File: src/rtl/mcu_harvard_param.sv
// mcu_harvard_param: parametrised 3-cycle Harvard MCU core (FETCH/DECODE/EXECUTE).
// The program is streamed into PMem through a valid/ready loader after reset.
// Optional build macro MCU_TRACE_EN adds a retire trace port (trc_valid/trc_pc/trc_ir).
module mcu_harvard_param #(
  parameter int DW  = 8,
  parameter int AW  = 8,
  parameter int DAW = 4
) (
  input  logic            clk,
  input  logic            rst,
  input  logic            ld_valid,
  output logic            ld_ready,
  input  logic [DW+3:0]   ld_data,
  input  logic            ld_last,
  output logic [2:0]      state,
  output logic [AW-1:0]   pc,
  output logic [DW-1:0]   acc,
  output logic [3:0]      sr,
  output logic            halted
`ifdef MCU_TRACE_EN
  ,
  output logic            trc_valid,
  output logic [AW-1:0]   trc_pc,
  output logic [DW+3:0]   trc_ir
`endif
);

  localparam int IW = DW + 4;

  // Flag bit positions inside sr = {O,S,C,Z}
  localparam int F_Z = 0;
  localparam int F_C = 1;
  localparam int F_S = 2;
  localparam int F_O = 3;

  localparam logic [3:0] OP_LDI  = 4'h1;
  localparam logic [3:0] OP_LD   = 4'h2;
  localparam logic [3:0] OP_ADD  = 4'h4;
  localparam logic [3:0] OP_SUB  = 4'h5;
  localparam logic [3:0] OP_AND  = 4'h6;
  localparam logic [3:0] OP_OR   = 4'h7;
  localparam logic [3:0] OP_XOR  = 4'h8;
  localparam logic [3:0] OP_ADDI = 4'h9;
  localparam logic [3:0] OP_JMP  = 4'hA;
  localparam logic [3:0] OP_JZ   = 4'hB;
  localparam logic [3:0] OP_JC   = 4'hC;
  localparam logic [3:0] OP_SHL  = 4'hD;
  localparam logic [3:0] OP_SHR  = 4'hE;
  localparam logic [3:0] OP_HALT = 4'hF;
  localparam logic [3:0] OP_ST   = 4'h3;

  typedef enum logic [2:0] {
    S_LOAD   = 3'd0,
    S_FETCH  = 3'd1,
    S_DECODE = 3'd2,
    S_EXEC   = 3'd3,
    S_HALT   = 3'd4
  } state_t;

  state_t          cur, nxt;
  logic [AW-1:0]   load_addr;
  logic [IW-1:0]   ir;
  logic [DW-1:0]   dr;

  // Memories are not reset; DMem reads before a write return garbage.
  logic [IW-1:0]   pmem [2**AW];
  logic [DW-1:0]   dmem [2**DAW];

  logic [3:0]      op;
  logic [DW-1:0]   imm;
  logic [DAW-1:0]  dadr;
  logic            ld_acc, load_done;

  logic [DW-1:0]   acc_nxt, rhs;
  logic [3:0]      sr_nxt;
  logic [AW-1:0]   pc_nxt;
  logic [DW:0]     sum;
  logic            upd_zs;

  assign op     = ir[IW-1:DW];
  assign imm    = ir[DW-1:0];
  assign dadr   = ir[DAW-1:0];

  assign state    = cur;
  assign halted   = (cur == S_HALT);
  assign ld_ready = (cur == S_LOAD);
  assign ld_acc   = ld_ready && ld_valid;
  // Loading ends on an explicit last word or when the top PMem word is filled.
  assign load_done = ld_acc && (ld_last || (&load_addr));

`ifdef MCU_TRACE_EN
  // Retire trace: EXECUTE is the single retire cycle, IR/pc still belong to it.
  assign trc_valid = (cur == S_EXEC);
  assign trc_pc    = pc;
  assign trc_ir    = ir;
`endif

  // State register
  always_ff @(posedge clk or posedge rst) begin
    if (rst) cur <= S_LOAD;
    else     cur <= nxt;
  end

  // Next-state: loader, then a fixed 3-cycle ring until HALT retires
  always_comb begin
    nxt = cur;
    case (cur)
      S_LOAD:   if (load_done) nxt = S_FETCH;
      S_FETCH:  nxt = S_DECODE;
      S_DECODE: nxt = S_EXEC;
      S_EXEC:   nxt = (op == OP_HALT) ? S_HALT : S_FETCH;
      S_HALT:   nxt = S_HALT;
      default:  nxt = S_LOAD;
    endcase
  end

  // Execute-stage ALU: results committed only in EXECUTE
  always_comb begin
    acc_nxt = acc;
    sr_nxt  = sr;
    pc_nxt  = pc + AW'(1);
    rhs     = '0;
    sum     = '0;
    upd_zs  = 1'b0;
    case (op)
      OP_LDI: begin acc_nxt = imm; upd_zs = 1'b1; end
      OP_LD:  begin acc_nxt = dr;  upd_zs = 1'b1; end
      OP_ADD, OP_ADDI: begin
        rhs            = (op == OP_ADD) ? dr : imm;
        sum            = {1'b0, acc} + {1'b0, rhs};
        acc_nxt        = sum[DW-1:0];
        upd_zs         = 1'b1;
        sr_nxt[F_C]    = sum[DW];
        sr_nxt[F_O]    = (acc[DW-1] == rhs[DW-1]) && (sum[DW-1] != acc[DW-1]);
      end
      OP_SUB: begin
        // Extended-width subtract: the top bit is the borrow (acc < m unsigned)
        sum            = {1'b0, acc} - {1'b0, dr};
        acc_nxt        = sum[DW-1:0];
        upd_zs         = 1'b1;
        sr_nxt[F_C]    = sum[DW];
        sr_nxt[F_O]    = (acc[DW-1] != dr[DW-1]) && (sum[DW-1] != acc[DW-1]);
      end
      OP_AND, OP_OR, OP_XOR: begin
        acc_nxt        = (op == OP_AND) ? (acc & dr) :
                         (op == OP_OR)  ? (acc | dr) : (acc ^ dr);
        upd_zs         = 1'b1;
        sr_nxt[F_C]    = 1'b0;
        sr_nxt[F_O]    = 1'b0;
      end
      OP_JMP: pc_nxt = imm[AW-1:0];
      OP_JZ:  if (sr[F_Z]) pc_nxt = imm[AW-1:0];
      OP_JC:  if (sr[F_C]) pc_nxt = imm[AW-1:0];
      OP_SHL: begin
        acc_nxt        = {acc[DW-2:0], 1'b0};
        upd_zs         = 1'b1;
        sr_nxt[F_C]    = acc[DW-1];
        sr_nxt[F_O]    = 1'b0;
      end
      OP_SHR: begin
        acc_nxt        = {1'b0, acc[DW-1:1]};
        upd_zs         = 1'b1;
        sr_nxt[F_C]    = acc[0];
        sr_nxt[F_O]    = 1'b0;
      end
      OP_HALT: pc_nxt = pc;
      default: ;
    endcase
    if (upd_zs) begin
      sr_nxt[F_Z] = (acc_nxt == '0);
      sr_nxt[F_S] = acc_nxt[DW-1];
    end
  end

  // Architectural registers: loader address, IR/DR latching, EXECUTE commit
  always_ff @(posedge clk or posedge rst) begin
    if (rst) begin
      pc        <= '0;
      acc       <= '0;
      sr        <= '0;
      ir        <= '0;
      dr        <= '0;
      load_addr <= '0;
    end else begin
      case (cur)
        S_LOAD: if (ld_acc) begin
          load_addr <= load_addr + AW'(1);
          if (load_done) pc <= '0;
        end
        S_FETCH:  ir <= pmem[pc];
        S_DECODE: dr <= dmem[dadr];
        S_EXEC: begin
          acc <= acc_nxt;
          sr  <= sr_nxt;
          pc  <= pc_nxt;
        end
        default: ;
      endcase
    end
  end

  // Program memory write port, fed only by the loader
  always_ff @(posedge clk) begin
    if (!rst && ld_acc) pmem[load_addr] <= ld_data;
  end

  // Data memory write port; the store lands before the next DECODE read
  always_ff @(posedge clk) begin
    if (!rst && cur == S_EXEC && op == OP_ST) dmem[dadr] <= acc;
  end

endmodule
File: config.mk
export PLATFORM = sky130hd
export DESIGN_NAME = mcu_harvard_param
export DESIGN_NICKNAME = d
export VERILOG_FILES = /design/src/rtl/mcu_harvard_param.sv
export SDC_FILE = /design/constraint.sdc
export NUM_CORES = 2
export LEC_CHECK = 0
export ABC_CLOCK_PERIOD_IN_PS = 4000
export BUFFER_PORTS_ARGS = -buffer_cell sky130_fd_sc_hd__buf_2
export CAP_MARGIN = 5
export CORE_MARGIN = 1
export CORE_UTILIZATION = 54
export DETAILED_ROUTE_END_ITERATION = 6
export HOLD_SLACK_MARGIN = 0.08
export PLACE_DENSITY = 0.78
export SLEW_MARGIN = 20
export SYNTH_ARGS = -nofsm -noshare
export SYNTH_HDL_FRONTEND = slang
export SYNTH_SLANG_ARGS = --single-unit
File: constraint.sdc
create_clock -name clk -period 4 [get_ports clk]
set_clock_uncertainty 0.1 [all_clocks]
set_input_delay 1 -clock clk [delete_from_list [all_inputs] [get_ports clk]]
set_output_delay 1 -clock clk [all_outputs]
set_load 0.02 [all_outputs]
=== After elaboration in Yosys (flattened, before gate mapping) ===
Memory sizes are Yosys's and may differ from the RTL's. A register that Yosys moved wholly into a read port is not among the register bits.
Index checks and enable logic that the tools add are counted.

* Flip-flop bits (word level): 31
* Bits in writable memories: 3200
* Input port bits: 16
* Output and inout port bits: 25
* Word-level logic and storage cells: 86
* Memories kept: 2

{| class="wikitable"
|+ Memory list
! name !! depth !! width !! read ports !! clocked after memory_dff !! write ports !! RTL line !! source
|-
| pmem || 256 || 12 || 1 || 1 || 1 || 66 || <nowiki>logic [IW-1:0] pmem [2**AW];</nowiki>
|-
| dmem || 16 || 8 || 1 || 1 || 1 || 67 || <nowiki>logic [DW-1:0] dmem [2**DAW];</nowiki>
|}

* $add $sub $neg: 4
* Equality and inequality tests: 26
* Multiplexer cells: 20
* Bitwise gates (word level): 3
* Reductions and logical operators: 24

{| class="wikitable"
|+ Operators by type and width
! cell !! count
|-
| 8-bit two-way mux || 7
|-
| 8-bit case mux with 7 select lines || 1
|-
| 4-bit == test (second input constant) || 8
|-
| 8-bit case mux with 4 select lines || 1
|-
| 8-bit by 1-bit adder with 8-bit output (second input constant) || 2
|-
| 4-bit by 3-bit == test with 1-bit output (second input constant) || 4
|-
| 8-bit case mux with 2 select lines || 1
|-
| 3-bit case mux with 5 select lines || 1
|-
| 10-bit OR reduction || 1
|-
| 8-bit by 8-bit adder with 9-bit output || 1
|-
| 8-bit by 8-bit subtractor with 9-bit output || 1
|-
| 8-bit bitwise AND || 1
|-
| 4-bit by 2-bit == test with 1-bit output (second input constant) || 2
|-
| 8-bit logical NOT || 1
|-
| 8-bit bitwise OR || 1
|-
| 2-bit AND reduction || 4
|-
| 8-bit AND reduction || 1
|-
| 8-bit bitwise XOR || 1
|-
| 1-bit logical AND || 7
|-
| 3-bit by 2-bit == test with 1-bit output (second input constant) || 2
|-
| 3-bit two-way mux || 2
|-
| 1-bit two-way mux || 5
|-
| 1-bit case mux with 5 select lines || 1
|-
| 5-bit nonzero test || 1
|-
| other kinds (17) || 20
|}

=== Longest topological paths before layout ===
* Depth after elaboration: 6
* Depth in mapped cells: 16
* Depth with buffers taken out: 14

=== Worst setup path before layout ===
Ideal clock, no wire load.

* Kind: register to register
* Start point: register ir[8] (read register of pmem)
* End point: register sr[0]
* Library setup time: 0.083 ns
* Arrival: 3.789 ns
* Required time: 3.817 ns
* Path slack: 0.028 ns
* Cell stages (with the launch flop): 17
* Path buffers: 3
* Clock period less this slack: 3.972 ns
* Path through: dfrtp_1 -> clkbuf_1 -> buf_2 -> buf_1 -> nor4_2 -> mux2_2 -> ha_1 -> inv_1 -> fa_1 -> nor2b_1 -> or3_1 -> a221oi_1 -> a2111oi_0 -> o2111ai_1 -> a21oi_1 -> o21ai_1 -> o22ai_1

* Word-level cells in the longest chain between the ends: 5
* Elaborated cells between the ends (all ways): 21
* Classes of those cells: add/sub (1); eq/ne (10); mux (5); reduce/logical (5)

{| class="wikitable"
|+ Ends and longest elaborated chain
! item !! RTL line !! source
|-
| from (decl) || 62 || <nowiki>logic [IW-1:0] ir;</nowiki>
|-
| 4-bit by 3-bit == test with 1-bit output, on equally long branches || 125, 129, 146 ||
|-
| 8-bit two-way mux, on equally long branches || 129, 146 ||
|-
| 8-bit by 8-bit adder with 9-bit output or 8-bit two-way mux (tied branches) || 130, 145 ||
|-
| 8-bit case mux with 7 select lines || 125 || <nowiki>case (op)</nowiki>
|-
| 8-bit logical NOT || 170 || <nowiki>sr_nxt[F_Z] = (acc_nxt == '0);</nowiki>
|-
| to (signal assigned) || 194 || <nowiki>sr <= sr_nxt;</nowiki>
|-
| to (decl) || 18 || <nowiki>output logic [3:0] sr,</nowiki>
|}

Several ways; a longest one is shown, not always the timed one.
A chain may end at the register's enable or synchronous reset.

==> results.md <==
- CP max stage delay: around 0.58 ns
- NetSw: ~0.029 W
- Setup Viol. Count Final: 1
- Synth area leaders: edfxtp_1 (76%), mux4_2 (15%), mux2i_1 (1.2%)
- R2R depth: 10
- # H-tree levels: 5
- GP Congestion: around 0.91
- Fmax: 250 MHz
- Die Area: ~240000 um^2
- Ratio of cells with drive above 1 in the final layout: just under 30%
- Setup crit end kind: register
- Async S/R FF share, synth: under 10%
- Crit path depth: 10
- Vias in the first global route: roughly 67000
- Slowest-stage cell, CP: dfrtp_4
- Die Wd: around 490 um
- Max Cap Viol: 0
- # nets final: 6466
- Leak: roughly 46 nW
- Area grow syn2layout: 14.2%
- Final min period: 4.00 ns
- Power Density: roughly 660 nW/um^2
- Place WS: around 0.083 ns
- Top-count cell post-synth: edfxtp_1
- FP Rows: 177
- Status: finished with violations
- CTS tree: yes
- DR iter-0 viols: around 10000
- Cell count after synthesis: ~5800
- # hold bufs at CTS: 0
- Clock power share: a little under a third
- Initial antenna violation count: 19
- Fin crit share: 100%
- Routed Antenna Nets: 0
- Post-CTS Setup Bufs: 0
- Core Area: approximately 230000 um^2
- Combinational share of power: 28.8%
- Kind of critical path: reg -> reg
- Port Buffers: 40
- Reg2reg start: pc[0]$_DFFE_PP0P_
- Synth Register Bits: roughly 3300
- Yosys top cell by area: edfxtp_1
- Number of synthesized flops with an enable pin: 3200
- Arrival time worst endpoint: about 4.8 ns
- Largest net degree at the start of global routing: approximately 130
- Synth top area share: 75.7%
- CP endpoint: ir[9]$_DFFE_PP0P_
- Dpl hpwl: between 200 and 250 mm
- Max_slew headroom: about 10%
- CP Max Fanout: 28
- Vias per Instance: 6.83
- Register area share after synthesis: about three quarters
- DRC viols: 0
- Syn_nets: roughly 5900
- Ys Warns: 0
- Synth cell types: 75
- Clk sinks: 3251
- Clock buffer depth: 4
- Post-route worst setup slack: -0.00230 ns
- Top post-synthesis cells by count: edfxtp_1 (3200), mux4_2 (854), nor2_1 (331)
- Int Power: 0.0668 W
- Die Span Y: 487 um
- Sw Share: between 30 and 40%
- Commonest register cell after synthesis: edfxtp_1
- Seq pwr share: approximately two fifths
- R2r endpoint: ir[9]$_DFFE_PP0P_
- Failing checks: negative setup slack
- First-pass GRT wire length: 486 mm
- Cell Chain, Critical Path: buf_12 -> buf_12 -> mux4_2 -> mux4_2 -> mux2i_2 -> buf_4 -> o21ai_1 -> a22oi_1 -> buf_4 -> o2111ai_1
- Delay-heaviest family, CP: multiplexers
- Peak VDD IR: 0.613 mV
- Post-Syn Area: 127000 um^2
- CTS buffer count: 330
- Fill count: roughly 15000
- Initial DRT Pass Iterations: 7
- Global route overflow: 0
- Post-Route WL: 343 mm
- Worst-path clk slew: approximately 0.06 ns
- Layout Utilization: just over 60%
- Worst-Margin Slew: between 1 and 1.5 ns
- Routed wire per std cell: 35.0 um
- Total Routing Usage GR: 29.0%
- RSZ-0062 raised after global routing: false
- Critical Path RT: approximately 4.8 ns
- Initial Util: a little over half
- R2R setup slack: -0.002 ns
- Worst hold-check path type: in -> async
- Clock root cell: clkbuf_16
- Worst setup path startpoint: pc[0]$_DFFE_PP0P_
- Vias post-DR: between 60000 and 70000
- Slew Viols, Final: 0
- CP bufs+invs: 4
- Avg Cell Area, Syn: around 22 um^2
- Critical Path Start Type: register
- Clock latency on the worst-skew pair: between 1 and 1.5 ns
- Final Hold Fails: 0
- IO Pins: 41
-- how the worst min path moves through the flow --
stage	end	slack (ns)	cells past startpoint
final	pc[1]$_DFFE_PP0P_	0.13	2
after global routing	dr[0]$_DFFE_PP0P_	0.14	2
after CTS	dr[0]$_DFFE_PP0P_	0.09	2
after detailed placement	load_addr[4]$_DFFE_PP0P_	0.43	1
after global placement	load_addr[5]$_DFFE_PP0P_	0.41	1
after floorplan	load_addr[5]$_DFFE_PP0P_	0.39	1
-- layout by cell type (no fill, tap or decap), types with 70 or more instances in the layout --
| master | instances |
|---|---|
| edfxtp_1 | 3200 |
| buf_4 | 508 |
| o21ai_0 | 79 |
| clkbuf_16 | 335 |
| clkinv_1 | 80 |
| nor2_1 | 326 |
| nand2_1 | 94 |
| a21oi_1 | 70 |
| mux2i_1 | 151 |
| buf_12 | 70 |
| mux4_2 | 854 |
-- through the flow --
stage / hold WS [ns] / power (W) / TNS (ns) / area [um^2] / instances
final: 0.133 / 0.0960 / -0.00230 / 145000 / 9792
after global placement: 0.412 / 0.0657 / 0 / 135000 / 9211
after detailed placement: 0.434 / 0.0661 / 0 / 135000 / 9211
after CTS: 0.0862 / 0.0958 / 0 / 145000 / 9785
after floorplan: 0.393 / 0.0559 / 0 / 127000 / 5803
after global routing: 0.138 / 0.0983 / 0 / 145000 / 9786
-- power groups by stage --
stage                     Combinational (W)  Clock [W]  Sequential (W)
after global placement               0.0265          0          0.0392
after detailed placement             0.0268          0          0.0392
after CTS                            0.0273     0.0300          0.0385
after floorplan                      0.0169          0          0.0390
final                                0.0277     0.0298          0.0386
after global routing                 0.0285     0.0312          0.0385
-- flip-flops by register name, summed over array words and instances (netlist names) --
signal / cells
dr: 8
acc: 8
load_addr: 8
pc: 8
ir: 12
dmem: 128
sr: 4
pmem: 3072
state: 3
-- layout make-up --
class                           instances  area [um^2]  share of cell area, %
Sequential cell                      3251        97400                   67.1
Multi-Input combinational cell       2171        27800                   19.2
Tap cell                             3132         3920                   2.70
Inverter                               39          146                  0.101
Clock buffer                          393         8660                   5.97
Antenna cell                            7         17.5                 0.0121
Clock inverter                        181         1560                   1.08
Timing Repair Buffer                  618         5520                   3.81
-- metal layers --
layer | part of all wire (%) | GRT usage (%) | vias to the layer above
li1 | - | - | 25700
met1 | 34 | 37.7 | 34500
met2 | 48 | 45.4 | 5561
met3 | 13 | 7.87 | 1089
met4 | 5.5 | 14.4 | 28
met5 | 0.056 | 0 | -
-- repair_timing --
item	in CTS	in global routing
endpoints found under the setup margin	1	1
gates resized for setup	1	3
hold endpoints to repair	0	0
-- kinds of logic after synthesis --
logic type	share of synthesized area [%]
flip-flops	76.7
multiplexers	16.5
AND/OR/NAND/NOR	2.06
AO/OA/AOI/OAI	2.78
buffers and inverters	1.50
adder cells (fa/ha/maj)	0.396
XOR/XNOR	0.110
Note: power is estimated with default switching activity, not from simulation.
